**src/rtl/alu_pkg.sv**
```systemverilog
// rtl/alu_pkg.sv - shared ALU opcodes, default operand width and arbiter FSM encoding
package alu_pkg;

   localparam int ALU_W = 4;

   localparam logic [2:0] OP_ADD   = 3'b000;
   localparam logic [2:0] OP_SUB   = 3'b001;
   localparam logic [2:0] OP_AND   = 3'b010;
   localparam logic [2:0] OP_OR    = 3'b011;
   localparam logic [2:0] OP_XOR   = 3'b100;
   localparam logic [2:0] OP_SHL   = 3'b101;
   localparam logic [2:0] OP_SHR   = 3'b110;
   localparam logic [2:0] OP_PASSB = 3'b111;

   typedef enum logic [1:0] {
      ST_IDLE  = 2'd0,
      ST_ISSUE = 2'd1,
      ST_WAIT  = 2'd2,
      ST_RESP  = 2'd3
   } arb_state_t;

   // Only add/subtract produce a meaningful carry out of the ALU.
   function automatic logic op_has_carry(input logic [2:0] op);
      return (op == OP_ADD) || (op == OP_SUB);
   endfunction

endpackage

```
**src/rtl/alu_arbiter_rr_grant.sv**
```systemverilog
// rtl/alu_arbiter_rr_grant.sv - one-hot grant picker (rr_grant); ALU_ARB_FIXED_PRIO_EN selects fixed priority
module rr_grant #(
   parameter int NREQ = 4,
   parameter int IDW  = $clog2(NREQ)
) (
   input  logic [NREQ-1:0] req,
`ifndef ALU_ARB_FIXED_PRIO_EN
   input  logic [IDW-1:0]  ptr,
`endif
   output logic [NREQ-1:0] gnt,
   output logic [IDW-1:0]  gnt_idx,
   output logic            any
);

`ifdef ALU_ARB_FIXED_PRIO_EN
   always_comb begin
      gnt     = '0;
      gnt_idx = '0;
      any     = |req;
      for (int i = NREQ - 1; i >= 0; i--) begin
         if (req[i]) gnt_idx = IDW'(i);
      end
      if (any) gnt[gnt_idx] = 1'b1;
   end
`else
   logic [IDW:0] cand;

   // Walk upward from ptr, wrapping modulo NREQ; first valid requester wins.
   always_comb begin
      gnt     = '0;
      gnt_idx = '0;
      any     = 1'b0;
      cand    = '0;
      for (int k = 0; k < NREQ; k++) begin
         cand = {1'b0, ptr} + (IDW+1)'(k);
         if (cand >= (IDW+1)'(NREQ)) cand = cand - (IDW+1)'(NREQ);
         if (!any && req[cand[IDW-1:0]]) begin
            any     = 1'b1;
            gnt_idx = cand[IDW-1:0];
         end
      end
      if (any) gnt[gnt_idx] = 1'b1;
   end
`endif

endmodule

```
**src/rtl/alu_arbiter.sv**
```systemverilog
// rtl/alu_arbiter.sv - shares one registered ALU among NREQ requesters; ALU_ARB_FIXED_PRIO_EN selects fixed priority
module alu_arbiter
   import alu_pkg::*;
#(
   parameter int NREQ = 4,
   parameter int W    = ALU_W,
   parameter int IDW  = $clog2(NREQ)
) (
   input  logic              clk,
   input  logic              rst_n,
   input  logic [NREQ-1:0]   req_valid,
   input  logic [NREQ*W-1:0] req_a,
   input  logic [NREQ*W-1:0] req_b,
   input  logic [NREQ*3-1:0] req_op,
   output logic [NREQ-1:0]   req_ready,
   output logic [W-1:0]      alu_a,
   output logic [W-1:0]      alu_b,
   output logic [2:0]        alu_op,
   input  logic [W-1:0]      alu_result,
   input  logic              alu_carry,
   output logic              rsp_valid,
   input  logic              rsp_ready,
   output logic [IDW-1:0]    rsp_id,
   output logic [W-1:0]      rsp_result,
   output logic              rsp_carry,
   output logic              rsp_zero
);

   arb_state_t      state_q, state_d;
   logic [W-1:0]    alu_a_q, alu_a_d;
   logic [W-1:0]    alu_b_q, alu_b_d;
   logic [2:0]      alu_op_q, alu_op_d;
   logic [IDW-1:0]  id_q, id_d;
   logic            rsp_valid_q, rsp_valid_d;
   logic [W-1:0]    rsp_result_q, rsp_result_d;
   logic            rsp_carry_q, rsp_carry_d;
   logic            rsp_zero_q, rsp_zero_d;
   logic [NREQ-1:0] gnt;
   logic [IDW-1:0]  gnt_idx;
   logic            gnt_any;
`ifndef ALU_ARB_FIXED_PRIO_EN
   logic [IDW-1:0]  ptr_q, ptr_d;
`endif

   rr_grant #(.NREQ(NREQ), .IDW(IDW)) u_grant (
      .req     (req_valid),
`ifndef ALU_ARB_FIXED_PRIO_EN
      .ptr     (ptr_q),
`endif
      .gnt     (gnt),
      .gnt_idx (gnt_idx),
      .any     (gnt_any)
   );

   // Held low while reset is asserted so no requester sees a grant it cannot complete.
   assign req_ready = (state_q == ST_IDLE && rst_n) ? gnt : '0;

   always_comb begin
      state_d      = state_q;
      alu_a_d      = alu_a_q;
      alu_b_d      = alu_b_q;
      alu_op_d     = alu_op_q;
      id_d         = id_q;
      rsp_valid_d  = rsp_valid_q;
      rsp_result_d = rsp_result_q;
      rsp_carry_d  = rsp_carry_q;
      rsp_zero_d   = rsp_zero_q;
`ifndef ALU_ARB_FIXED_PRIO_EN
      ptr_d        = ptr_q;
`endif
      case (state_q)
         ST_IDLE: begin
            if (gnt_any) begin
               alu_a_d  = req_a[int'(gnt_idx)*W +: W];
               alu_b_d  = req_b[int'(gnt_idx)*W +: W];
               alu_op_d = req_op[int'(gnt_idx)*3 +: 3];
               id_d     = gnt_idx;
               state_d  = ST_ISSUE;
`ifndef ALU_ARB_FIXED_PRIO_EN
               ptr_d    = (gnt_idx == IDW'(NREQ - 1)) ? '0 : gnt_idx + IDW'(1);
`endif
            end
         end
         ST_ISSUE: state_d = ST_WAIT;
         ST_WAIT: begin
            // ALU output is valid only now; its own zero flag lags, so derive ours here.
            rsp_result_d = alu_result;
            rsp_carry_d  = op_has_carry(alu_op_q) & alu_carry;
            rsp_zero_d   = (alu_result == '0);
            rsp_valid_d  = 1'b1;
            alu_a_d      = '0;
            alu_b_d      = '0;
            alu_op_d     = '0;
            state_d      = ST_RESP;
         end
         ST_RESP: begin
            if (rsp_ready) begin
               rsp_valid_d = 1'b0;
               state_d     = ST_IDLE;
            end
         end
         default: state_d = ST_IDLE;
      endcase
   end

   always_ff @(posedge clk or negedge rst_n) begin
      if (!rst_n) begin
         state_q      <= ST_IDLE;
         alu_a_q      <= '0;
         alu_b_q      <= '0;
         alu_op_q     <= '0;
         id_q         <= '0;
         rsp_valid_q  <= 1'b0;
         rsp_result_q <= '0;
         rsp_carry_q  <= 1'b0;
         rsp_zero_q   <= 1'b0;
`ifndef ALU_ARB_FIXED_PRIO_EN
         ptr_q        <= '0;
`endif
      end else begin
         state_q      <= state_d;
         alu_a_q      <= alu_a_d;
         alu_b_q      <= alu_b_d;
         alu_op_q     <= alu_op_d;
         id_q         <= id_d;
         rsp_valid_q  <= rsp_valid_d;
         rsp_result_q <= rsp_result_d;
         rsp_carry_q  <= rsp_carry_d;
         rsp_zero_q   <= rsp_zero_d;
`ifndef ALU_ARB_FIXED_PRIO_EN
         ptr_q        <= ptr_d;
`endif
      end
   end

   assign alu_a      = alu_a_q;
   assign alu_b      = alu_b_q;
   assign alu_op     = alu_op_q;
   assign rsp_valid  = rsp_valid_q;
   assign rsp_id     = id_q;
   assign rsp_result = rsp_result_q;
   assign rsp_carry  = rsp_carry_q;
   assign rsp_zero   = rsp_zero_q;

endmodule

```
**config.mk**
```make
export PLATFORM = sky130hd
export DESIGN_NAME = alu_arbiter
export DESIGN_NICKNAME = d
export VERILOG_FILES = /design/src/rtl/alu_pkg.sv /design/src/rtl/alu_arbiter_rr_grant.sv /design/src/rtl/alu_arbiter.sv
export SDC_FILE = /design/constraint.sdc
export NUM_CORES = 1
export LEC_CHECK = 0
export ABC_AREA = 1
export BUFFER_PORTS_ARGS = -buffer_cell sky130_fd_sc_hd__buf_2
export CAP_MARGIN = 30
export CORE_UTILIZATION = 40
export CTS_CLUSTER_SIZE = 20
export DETAILED_ROUTE_END_ITERATION = 12
export GPL_TIMING_DRIVEN = 0
export PLACE_DENSITY = 0.69
export SLEW_MARGIN = 20
export SYNTH_ARGS = -nofsm -noshare
export SYNTH_HDL_FRONTEND = slang
export SYNTH_HIERARCHICAL = 1
export SYNTH_SLANG_ARGS = --single-unit
```
**constraint.sdc**
```tcl
create_clock -name clk -period 2.7 [get_ports clk]
set_input_delay 0.54 -clock clk [delete_from_list [all_inputs] [get_ports clk]]
set_output_delay 0.54 -clock clk [all_outputs]
set_load 0.02 [all_outputs]
```
==> key figures <==
Run status
  – Run status: completed

Route
  – Iter 0 DRT Violations: 60
  – Pre-Repair DR Iteration Count: 4
  – WL per Instance: 10.9 µm
  – Antenna Violating Nets Remaining: 0
  – Via count: 1873
  – Via density per instance: 4.71
  – Wire length after detailed routing: around 4400 µm
  – DRC Markers: 0

Global routing
  – Initial antenna violation count: 0
  – Number of global-route vias before repair: between 1500 and 2000
  – GRT Residual Overflow: 0
  – Largest net degree at the start of global routing: 26
  – First-pass GRT wire length: around 7100 µm
  – Total GRT Usage: about a fifth

Synth
  – Number of library cell types mapped by synthesis: 22
  – Nets in the synthesized netlist: 326
  – Cell taking the most area after synthesis: dfrtp_1
  – Mapped Area: 1770 µm²
  – Ranking of synthesized cells by area: dfrtp_1 (34%), nand2_1 (24%), nand3_1 (11%)
  – Syn Area/Cell: roughly 6.7 µm²
  – Total of flip-flops plus latches after synthesis: 24
  – Number of warnings issued by yosys: 6
  – Portion of synthesized cell area occupied by the leading cell type: 33.9%
  – Cell count after synthesis: 265
  – Share of synthesized area occupied by flip-flops and latches: 33.9%

Layout
  – Sequential standard cell area: 601 µm²
  – Antenna cell count: 0
  – Area taken by multi-input logic gates: 981 µm²
  – Final net count: 410
  – Fraction of layout cells with a size suffix above 1: 35.3%
  – Area Growth Syn to Fin: 29.9%
  – Count of filler cells inserted in the layout: 415

Die
  – Core footprint: 4120 µm²
  – Starting Density: 43.1%
  – Die height: 68.6 µm
  – Count of pins on the block boundary: 80
  – Area enclosed by the die boundary: 4700 µm²
  – Die width: about 69 µm
  – Number of placement rows: 23

Flow run
  – Max Cap Violations: 0

Timing
  – Final count of hold timing violations: 0
  – Share of the cycle needed by the critical path after routing: 92.9%
  – Worst hold margin: between 0.2 and 0.3 ns
  – Transition at the pin with the smallest max-transition slack: 0.554 ns
  – # setup viols final: 0
  – Headroom to the max-slew limit: roughly 63%
  – Sum of negative setup slack: 0 ns
  – Minimum clock period after layout: 2.51 ns
  – Setup repair after global routing missed its margin: no
  – Highest attainable clock frequency: 399 MHz
  – Final number of max-transition violations: 0
  – Final clock skew: 0.00606 ns

Setup path
  – Cell with the biggest individual delay on the critical path: dfrtp_1
  – Required time of the critical path: between 2 and 2.5 ns
  – Critical path data arrival time: 1.97 ns
  – Largest stage delay on the critical path: 0.40 ns
  – Critical Path Fanout Max: 10
  – Critical path, cell by cell: buf_6, inv_8, nand2_2, nand2_4, nand2_1, nand2_2, nand3_2, nand2_1, inv_2, nand2_2, nand2_1, inv_1, inv_1, nor2_1, buf_2
  – Kind of end point of the critical path: output pin
  – Category of the most critical setup path: register to output pin
  – Category of the worst setup path launch point: register

Clock tree
  – Buffers inserted by post-CTS timing repair: 0
  – Count of cells resized by post-cts repair: 0
  – Clock buffer count from CTS: 3
  – Clock transition at path regs: 0.09 ns
  – Htree depth: 1
  – Root Buffer Master: clkbuf_8
  – Count of clock tree sinks: 24
  – Clock insertion delay at the later pin of the skew report: roughly 0.27 ns
  – Hold buffer count at cts: 0
  – Maximum clock path buffer count: 2
  – CTS tree: yes

Placement
  – Routability congestion estimate from global placement: 0.840
  – Detailed Place HPWL: 3420 µm
  – I/O Buffers: 79

Power
  – Peak supply drop: 0.000878 V
  – Leakage power figure: approximately 1.4 nW
  – Power density over the cells: around 1400 nW/µm²

Worst hold path
  – Worst Hold Class: input pin to async pin
worst max-delay path, delay by kind of cell (launching register included):
kind / cells / cell delay [ns]
AND/OR/NAND/NOR: 9 / 0.76
buffers and inverters: 6 / 0.53
flip-flops: 1 / 0.40
metrics by stage:
step	power (mW)	instances	area (µm²)	worst slack, ns	util [%]
floorplan	2.42	265	1770	0.567	-
global placement	2.95	394	2230	0.365	54.2
detailed placement	2.98	394	2230	0.384	54.2
CTS	3.31	398	2300	0.161	55.9
global route	3.65	398	2300	0.00958	55.9
finish	3.28	398	2300	0.192	55.9
synth_stat cells (all sizes together):
master / count
inv: 29
dfrtp: 24
clkbuf: 1
nand3: 44
buf: 8
o21ai: 11
o2bb2ai: 1
ha: 5
nand4: 1
o31ai: 1
nor2: 13
nand2: 127
routing by layer:
layer  part of all wire [%]  vias to the layer above  track usage (%)
li1                       -                      991                -
met1                     48                      822             26.7
met2                     46                       58             32.6
met3                    5.1                        2             3.13
met4                   0.64                        0             6.51
met5                      0                        -                0
logic make-up (layout without fill, tap and decap cells):
kind of cell	after synthesis	in the layout	share of synthesized area (%)
buffers and inverters	38	121	10.7
and+or+nand+nor	185	185	47.4
adders and majority gates	5	5	3.53
AOI/OAI and AO/OA	13	13	4.45
DFF	24	24	33.9
cells in the final DEF, fill, tap and decap left out:
cell type    n
inv_8        1
inv_1       22
ha_1         5
nand2_2     13
nand4_1      1
bufinv_16    1
buf_2       81
inv_2        6
buf_4        2
dfrtp_1     24
o2bb2ai_1    1
o21ai_2      2
nand3_2      6
nand2_4      2
clkbuf_1     1
nand3_1     38
nor2_2       1
nand2_1    112
nor2_4       1
o31ai_1      1
o21ai_0      9
nor2_1      11
buf_6        4
clkbuf_8     3
area by class of cell:
type / count / area share (%)
flip-flops and latches: 24 / 26.1
repair buffers: 79 / 17.2
well taps: 50 / 2.72
clock inverters: 1 / 1.31
clock buffers: 3 / 1.79
inverters: 29 / 5.06
multi-input cells: 203 / 42.6
plain buffers: 9 / 3.21
state kept, by name, indices dropped and copies added (netlist names):
signal / flops
ptr_q: 2
rsp_id: 2
alu_a: 4
rsp_carry: 1
rsp_zero: 1
state_q: 2
alu_op: 3
rsp_valid: 1
rsp_result: 4
alu_b: 4
where the power goes:
group | internal, mW | total (mW) | switching, mW
combinational | 0.830 | 2.34 | 1.51
clock | 0.198 | 0.320 | 0.122
sequential | 0.516 | 0.611 | 0.0955
total | 1.54 | 3.28 | 1.73
final timing paths:
check	from	to	slack [ns]	cells past startpoint
max	ptr_q[0]$_DFFE_PN0P_	req_ready[2]	0.19	15
min	rst_n	rsp_carry$_DFFE_PN0P_	0.25	1
max reg2reg	ptr_q[0]$_DFFE_PN0P_	alu_op[0]$_DFFE_PN0P_	0.56	14
min reg2reg	rsp_result[3]$_DFFE_PN0P_	rsp_result[3]$_DFFE_PN0P_	0.47	2
max in group asynchronous	rst_n	alu_a[3]$_DFFE_PN0P_	2.08	1
min in group clk	alu_result[3]	rsp_zero$_DFFE_PN0P_	0.47	2
(Power assumes the default switching activity.)
